===== config.mk =====
export PLATFORM = sky130hd
export DESIGN_NAME = id_stage
export DESIGN_NICKNAME = d
export VERILOG_FILES = /design/src/rtl/id_stage.sv
export SDC_FILE = /design/constraint.sdc
export NUM_CORES = 2
export LEC_CHECK = 0
export CAP_MARGIN = 10
export CELL_PAD_IN_SITES_DETAIL_PLACEMENT = 0
export CELL_PAD_IN_SITES_GLOBAL_PLACEMENT = 1
export CORE_UTILIZATION = 45
export CTS_BUF_LIST = sky130_fd_sc_hd__clkbuf_8
export DETAILED_ROUTE_END_ITERATION = 16
export GPL_ROUTABILITY_DRIVEN = 0
export PLACE_DENSITY = 0.71
export RECOVER_POWER = 50
export SETUP_SLACK_MARGIN = 0.1
export SLEW_MARGIN = 20
export SYNTH_ARGS = -nofsm -noshare
export SYNTH_HDL_FRONTEND = slang
export SYNTH_SLANG_ARGS = --single-unit
export TNS_END_PERCENT = 50

===== constraint.sdc =====
create_clock -name clk -period 14.76 [get_ports clk]
set_clock_uncertainty 0.2 [all_clocks]
set_input_delay 4.428 -clock clk [delete_from_list [all_inputs] [get_ports clk]]
set_output_delay 4.428 -clock clk [all_outputs]
set_load 0.02 [all_outputs]

===== src/rtl/id_stage.sv =====
// id_stage: RV32I instruction-decode stage - register file, main control decode, immediate generation.
// Optional build macro ID_WB_BYPASS_EN: write-through forwarding of WB_out onto dataA/dataB.
module id_stage #(
    parameter int unsigned XLEN  = 32,
    parameter int unsigned NREGS = 32
) (
    input  logic            clk,
    input  logic            rst,
    input  logic [31:0]     instruction,
    input  logic [XLEN-1:0] WB_out,
    output logic            RegWrite,
    output logic            ALUSrc,
    output logic            MemWrite,
    output logic            MemRead,
    output logic            ResultSrc,
    output logic            Branch,
    output logic [1:0]      ALUOp,
    output logic [XLEN-1:0] dataA,
    output logic [XLEN-1:0] dataB,
    output logic [XLEN-1:0] imm_ext,
    output logic [4:0]      rd
);

    localparam int unsigned AW = $clog2(NREGS);

    typedef enum logic [6:0] {
        OP_R      = 7'b0110011,
        OP_IALU   = 7'b0010011,
        OP_LOAD   = 7'b0000011,
        OP_STORE  = 7'b0100011,
        OP_BRANCH = 7'b1100011
    } opcode_e;

    logic [6:0]      opcode;
    logic [AW-1:0]   rs1;
    logic [AW-1:0]   rs2;
    logic [XLEN-1:0] regs [NREGS];

    // funct3 is consumed by the downstream ALU decoder, not here.
    logic unused_funct3;

    assign opcode        = instruction[6:0];
    assign rs1           = instruction[15 +: AW];
    assign rs2           = instruction[20 +: AW];
    assign rd            = instruction[11:7];
    assign unused_funct3 = ^instruction[14:12];

    always_comb begin
        RegWrite  = 1'b0;
        ALUSrc    = 1'b0;
        MemWrite  = 1'b0;
        MemRead   = 1'b0;
        ResultSrc = 1'b0;
        Branch    = 1'b0;
        ALUOp     = 2'b00;
        imm_ext   = '0;
        case (opcode)
            OP_R: begin
                RegWrite = 1'b1;
                ALUOp    = 2'b10;
            end
            OP_IALU: begin
                RegWrite = 1'b1;
                ALUSrc   = 1'b1;
                ALUOp    = 2'b10;
                imm_ext  = {{(XLEN-12){instruction[31]}}, instruction[31:20]};
            end
            OP_LOAD: begin
                RegWrite  = 1'b1;
                ALUSrc    = 1'b1;
                MemRead   = 1'b1;
                ResultSrc = 1'b1;
                imm_ext   = {{(XLEN-12){instruction[31]}}, instruction[31:20]};
            end
            OP_STORE: begin
                ALUSrc   = 1'b1;
                MemWrite = 1'b1;
                imm_ext  = {{(XLEN-12){instruction[31]}}, instruction[31:25], instruction[11:7]};
            end
            OP_BRANCH: begin
                Branch  = 1'b1;
                ALUOp   = 2'b01;
                imm_ext = {{(XLEN-13){instruction[31]}}, instruction[31], instruction[7],
                           instruction[30:25], instruction[11:8], 1'b0};
            end
            default: ;
        endcase
    end

    // Reset takes priority over a write on the same edge.
    always_ff @(posedge clk) begin
        if (rst) begin
            regs <= '{default: '0};
        end else if (RegWrite && (rd != '0)) begin
            regs[rd] <= WB_out;
        end
    end

    always_comb begin
        dataA = (rs1 == '0) ? '0 : regs[rs1];
        dataB = (rs2 == '0) ? '0 : regs[rs2];
`ifdef ID_WB_BYPASS_EN
        if (RegWrite && !rst && (rd != '0) && (rs1 == rd)) begin
            dataA = WB_out;
        end
        if (RegWrite && !rst && (rd != '0) && (rs2 == rd)) begin
            dataB = WB_out;
        end
`endif
    end

endmodule


---- Word-level counts from Yosys, hierarchy flattened ----
Cells that the tools add are included.
W data, S select, Z words.
storage, ports and cells
  word-level logic and storage cells ...... 71
  input port bits ......................... 66
  register bits ........................... 1,024
  output and inout bits ................... 109
cells by class
  order comparisons ....................... 4
  eq/ne operators ......................... 5
  reduce and logical (&&, ||, !) cells .... 9
  multiplexer cells ....................... 18
  bitwise operators ....................... 3
operators with widths
  kind                  number
  $bwmux W1024          1
  $bmux W32 S5          2
  $mux W32              7
  $demux W32 S5         1
  $pmux W32 S3          1
  $ge A6 B6 Y1 const B  3
  $not A5 Y6            3
  $eq A7 B6 Y1 const B  2
  $logic_not A5 Y1      2
  $eq A7 B2 Y1 const B  1
  $eq A7 B5 Y1 const B  1
  $eq A7 B7 Y1 const B  1
  $lt A6 B1 Y1 const B  1
  $reduce_or A3 Y1      2
  $mux W1               5
  $reduce_bool A5 Y1    1
  $pmux W2 S2           1
  $reduce_or A2 Y1      2
  $logic_and A1 B1 Y1   2

---- Logic depth before layout (Yosys ltp) ----
  depth after elaboration ................. 6
  gate-level depth with buffers ........... 8
  gate-level depth less buffers ........... 4

---- Worst setup path before layout ----
Ideal clock, no wire load.
  kind .................................... input port to output port
  start point ............................. input instruction[2]
  end point ............................... output imm_ext[13]
  required time ........................... 10.132 ns
  arrival ................................. 6.546 ns
  setup slack ............................. 3.586 ns
  path buffers ............................ 1
  cell stages on the path ................. 5
  cell sequence ........................... nand4bb_4 nor3_1 nor2_1 nor2b_1 buf_4
between the ends
  word-level cells in the longest chain between the ends .. 3
  elaborated cells between the ends (all ways) .. 6
  classes of those cells .................. 4 x eq/ne; 1 x mux; 1 x reduce/logical
RTL lines
  what                                                 line  RTL
  start: declaration                                   9     input logic [31:0] instruction,
  $eq A7 B2 Y1 / $eq A7 B5 Y1 (equally long branches)  57    case (opcode)
  $reduce_or A2 Y1 (no source line)                    -
  $pmux W32 S3 (*)                                     57
  end: declaration                                     20    output logic [XLEN-1:0] imm_ext,
Every way passes the cells marked *; elsewhere a longest branch is shown, timed or not.

---- Final worst setup path ----
  start point ............................. input rst
  end point ............................... register regs[500] (netlist name)
RTL lines
  what                            line  RTL
  start: declaration              8     input logic rst,
  end signal: indexed assignment  95    regs[rd] <= WB_out;
  end: declaration                37    logic [XLEN-1:0] regs [NREGS];
No word-level cell between the ends.

==> results.toml <==
[logic_synthesis]
synth_cell_types = 44
ys_top_cells_by_area = "dfxtp_1, mux4_2, o31ai_1, nand4_1, a21oi_1"
synth.top_cell.area_share = 0.3394
synth_top_area_cell = "dfxtp_1"
synthArstFlopShare = 0
postSynthCellCount = 6478
synth_top_family_by_area = "compound AO/OA/AOI/OAI gates"
synth-edff-count = 0
synth_mux_area_frac = 0.1962
synth_fa_ha_area_frac = 0
synthSimpleGateAreaFrac = 0.1248
ys_seq_area_frac = 0.3394
syn_area_um2 = 60400
ys.flop_type = "dfxtp_1"
syn_nets = 6544
synth_area_per_cell_um2 = 9.324
synth-xor-area-share = 0
synth_common_cells = "a21oi_1, dfxtp_1, nand4_1"
synth-seq-cells = 1024
yosys_warnings = 0
synth_compound_area_frac = 0.2565

[routing]
wl_per_cell_um = 34.16
route.detailed.drc = 0
num_vias = 60260
viasPerCell = 7.712
wl_mm = 266.9
drt-initial-drc-count = 8614
detail-route-antenna-nets = 0
dr.pass1.iters = 6

[timing]
setup_violations = 0
maxSlewHeadroom = -3.528
timing.setup.tns_ps = 0
hold_viol = 0
worstMarginPinSlew_ps = 6792
fin_crit_ps = 13540
fmax_mhz = 73.87
post-route-period-util = 0.9171
slew_viol_final = 1041
fin_ws_ps = 1223
rsz0062_at_grt = "false"

[cts]
postCtsHoldBufs = 0
cts_repair_resize_count = 0
post_cts_buffers = 0
htree_levels = 4
cts_buffers = 184
clock-sinks = 1024
cts_tree = "built"
insertion_delay_ps = 950
clockBufferDepth = 3
clkTransAtPathRegs_ps = 60
cts_root_buf = "clkbuf_8"

[worst_hold_path]
holdPathEnd = "regs[790]"
worstHoldStart = "regs[790]"
whs_path_depth = 2
min_path_type = "reg -> reg"

[power]
ir_drop_v = 0.00007471
p_leak_nw = 19.33
powerDensity_nw_per_um2 = 98.03
total_power_mw = 6.345

[critical_path]
reg2reg_depth = 2
worst-path-max-fanout = 177
worstSetupPathType = "in -> reg"
cp.arrival_ps = 14060
worstSetupStartpointType = "primary input"
cp_data_required_time_ps = 15280
worstReg2RegEnd = "regs[717]"
timing.rr.start = "regs[717]"
end_kind = "flip-flop"
rrSetupSlack_ps = 13640

[cells_and_area]
nets = 5956
largest-register = "regs"
multi_input_comb_area_um2 = 35130
stdcell_area_um2 = 64730
final_util = 0.4856
drive_gt1_frac = 0.1568
largestRegisters = "regs (1024)"
area_growth_pct = 7.157
register_area_um2 = 20500
nFillCells = 12550
largest_reg_flops = 1024

[die]
core_um2 = 133300
die_y_um = 368.4
io_pins = 175
die_area_um2 = 135700
start_util = 0.4532
rows = 134
die_x_um = 368.4

[global_routing]
grt_pass1_wl_mm = 393.5
grt_antenna_before_repair = 27
grt-ovfl-total = 0
grt_use_total = 0.3782
grt_max_degree = 215
grt_pass1_vias = 57350

[place]
place_ws_ps = 2011
io_buffers = 171
placed_area_um2 = 61070
dp_hpwl_mm = 132.0

[run_status]
status = "complete, but fails checks"
violations = "max-capacitance violations, max-slew violations"

[job]
cap_violations = 9
-- metal layers --
metal,GRT usage,wire length [um],vias to the layer above
met5,0,168,-
met4,0.1792,12100,26
met3,0.09504,30260,793
met2,0.5656,117700,3925
met1,0.5093,106600,30590
li1,-,-,24920
-- metrics by stage --
stage          std cells  hold WS [ps]
2_1_floorplan       6478         250.9
3_3_place_gp        7472         262.3
3_5_place_dp        7472         269.6
4_1_cts             7802         280.4
5_1_grt             7807         292.8
6_report            7814         280.9
-- cells by family after synthesis --
family	after synthesis
AO/OA/AOI/OAI	2366
buffers and inverters	1117
flip-flops	1024
multiplexers	736
AND/OR/NAND/NOR	1235
-- cells in the final DEF, fill, tap and decap left out, types with 6 or more instances in the layout --
cell and count:
a211oi_2 21, o221ai_1 64, a211oi_1 43, clkbuf_8 237, buf_12 19, mux2_2 64, nor2_1 6, a22o_1 6
mux2i_1 320, o31ai_1 992, a221oi_2 20, clkdlybuf4s50_1 152, diode_2 12, buf_4 143, a22oi_1 64, mux4_2 352
inv_1 75, o21ai_0 52, nand4_1 1024, buf_2 11, clkinv_2 10, nand2_1 81, a221oi_1 36, a21oi_1 1024
a311oi_1 28, nor2b_1 71, dfxtp_1 1024, o2111ai_1 8
-- how the worst max path moves through the flow --
stage | startpoint | endpoint | slack [ps] | cells after the start
2_1_floorplan | instruction[2] | imm_ext[13] | 3590 | 5
3_3_place_gp | instruction[23] | dataB[2] | 2000 | 7
3_5_place_dp | instruction[15] | dataA[16] | 2010 | 7
4_1_cts | instruction[15] | dataA[16] | 2010 | 7
5_1_grt | rst | regs[40] | 1050 | 4
6_report | rst | regs[500] | 1220 | 4
-- critical path, cell delays in order --
cell	delay, ps
clkbuf_1	4650
clkbuf_1	2500
clkbuf_4	2010
a21oi_1	80
-- where the power goes --
part	switching, mW	internal [mW]	leakage (nW)
logic	0.658	0.167	8.91
registers	0.00113	2.77	8.24
clock network	1.31	1.45	2.17
total	1.97	4.38	19.3
-- layout make-up --
cell class,instances,area share
multi-input cells,4337,0.5428
flip-flops and latches,1024,0.3167
clock buffers,237,0.05040
repair buffers,340,0.04873
well taps,1768,0.03418
clock inverters,93,0.006495
diodes,12,0.0004639
inverters,3,0.0002126
(Power assumes the default switching activity.)
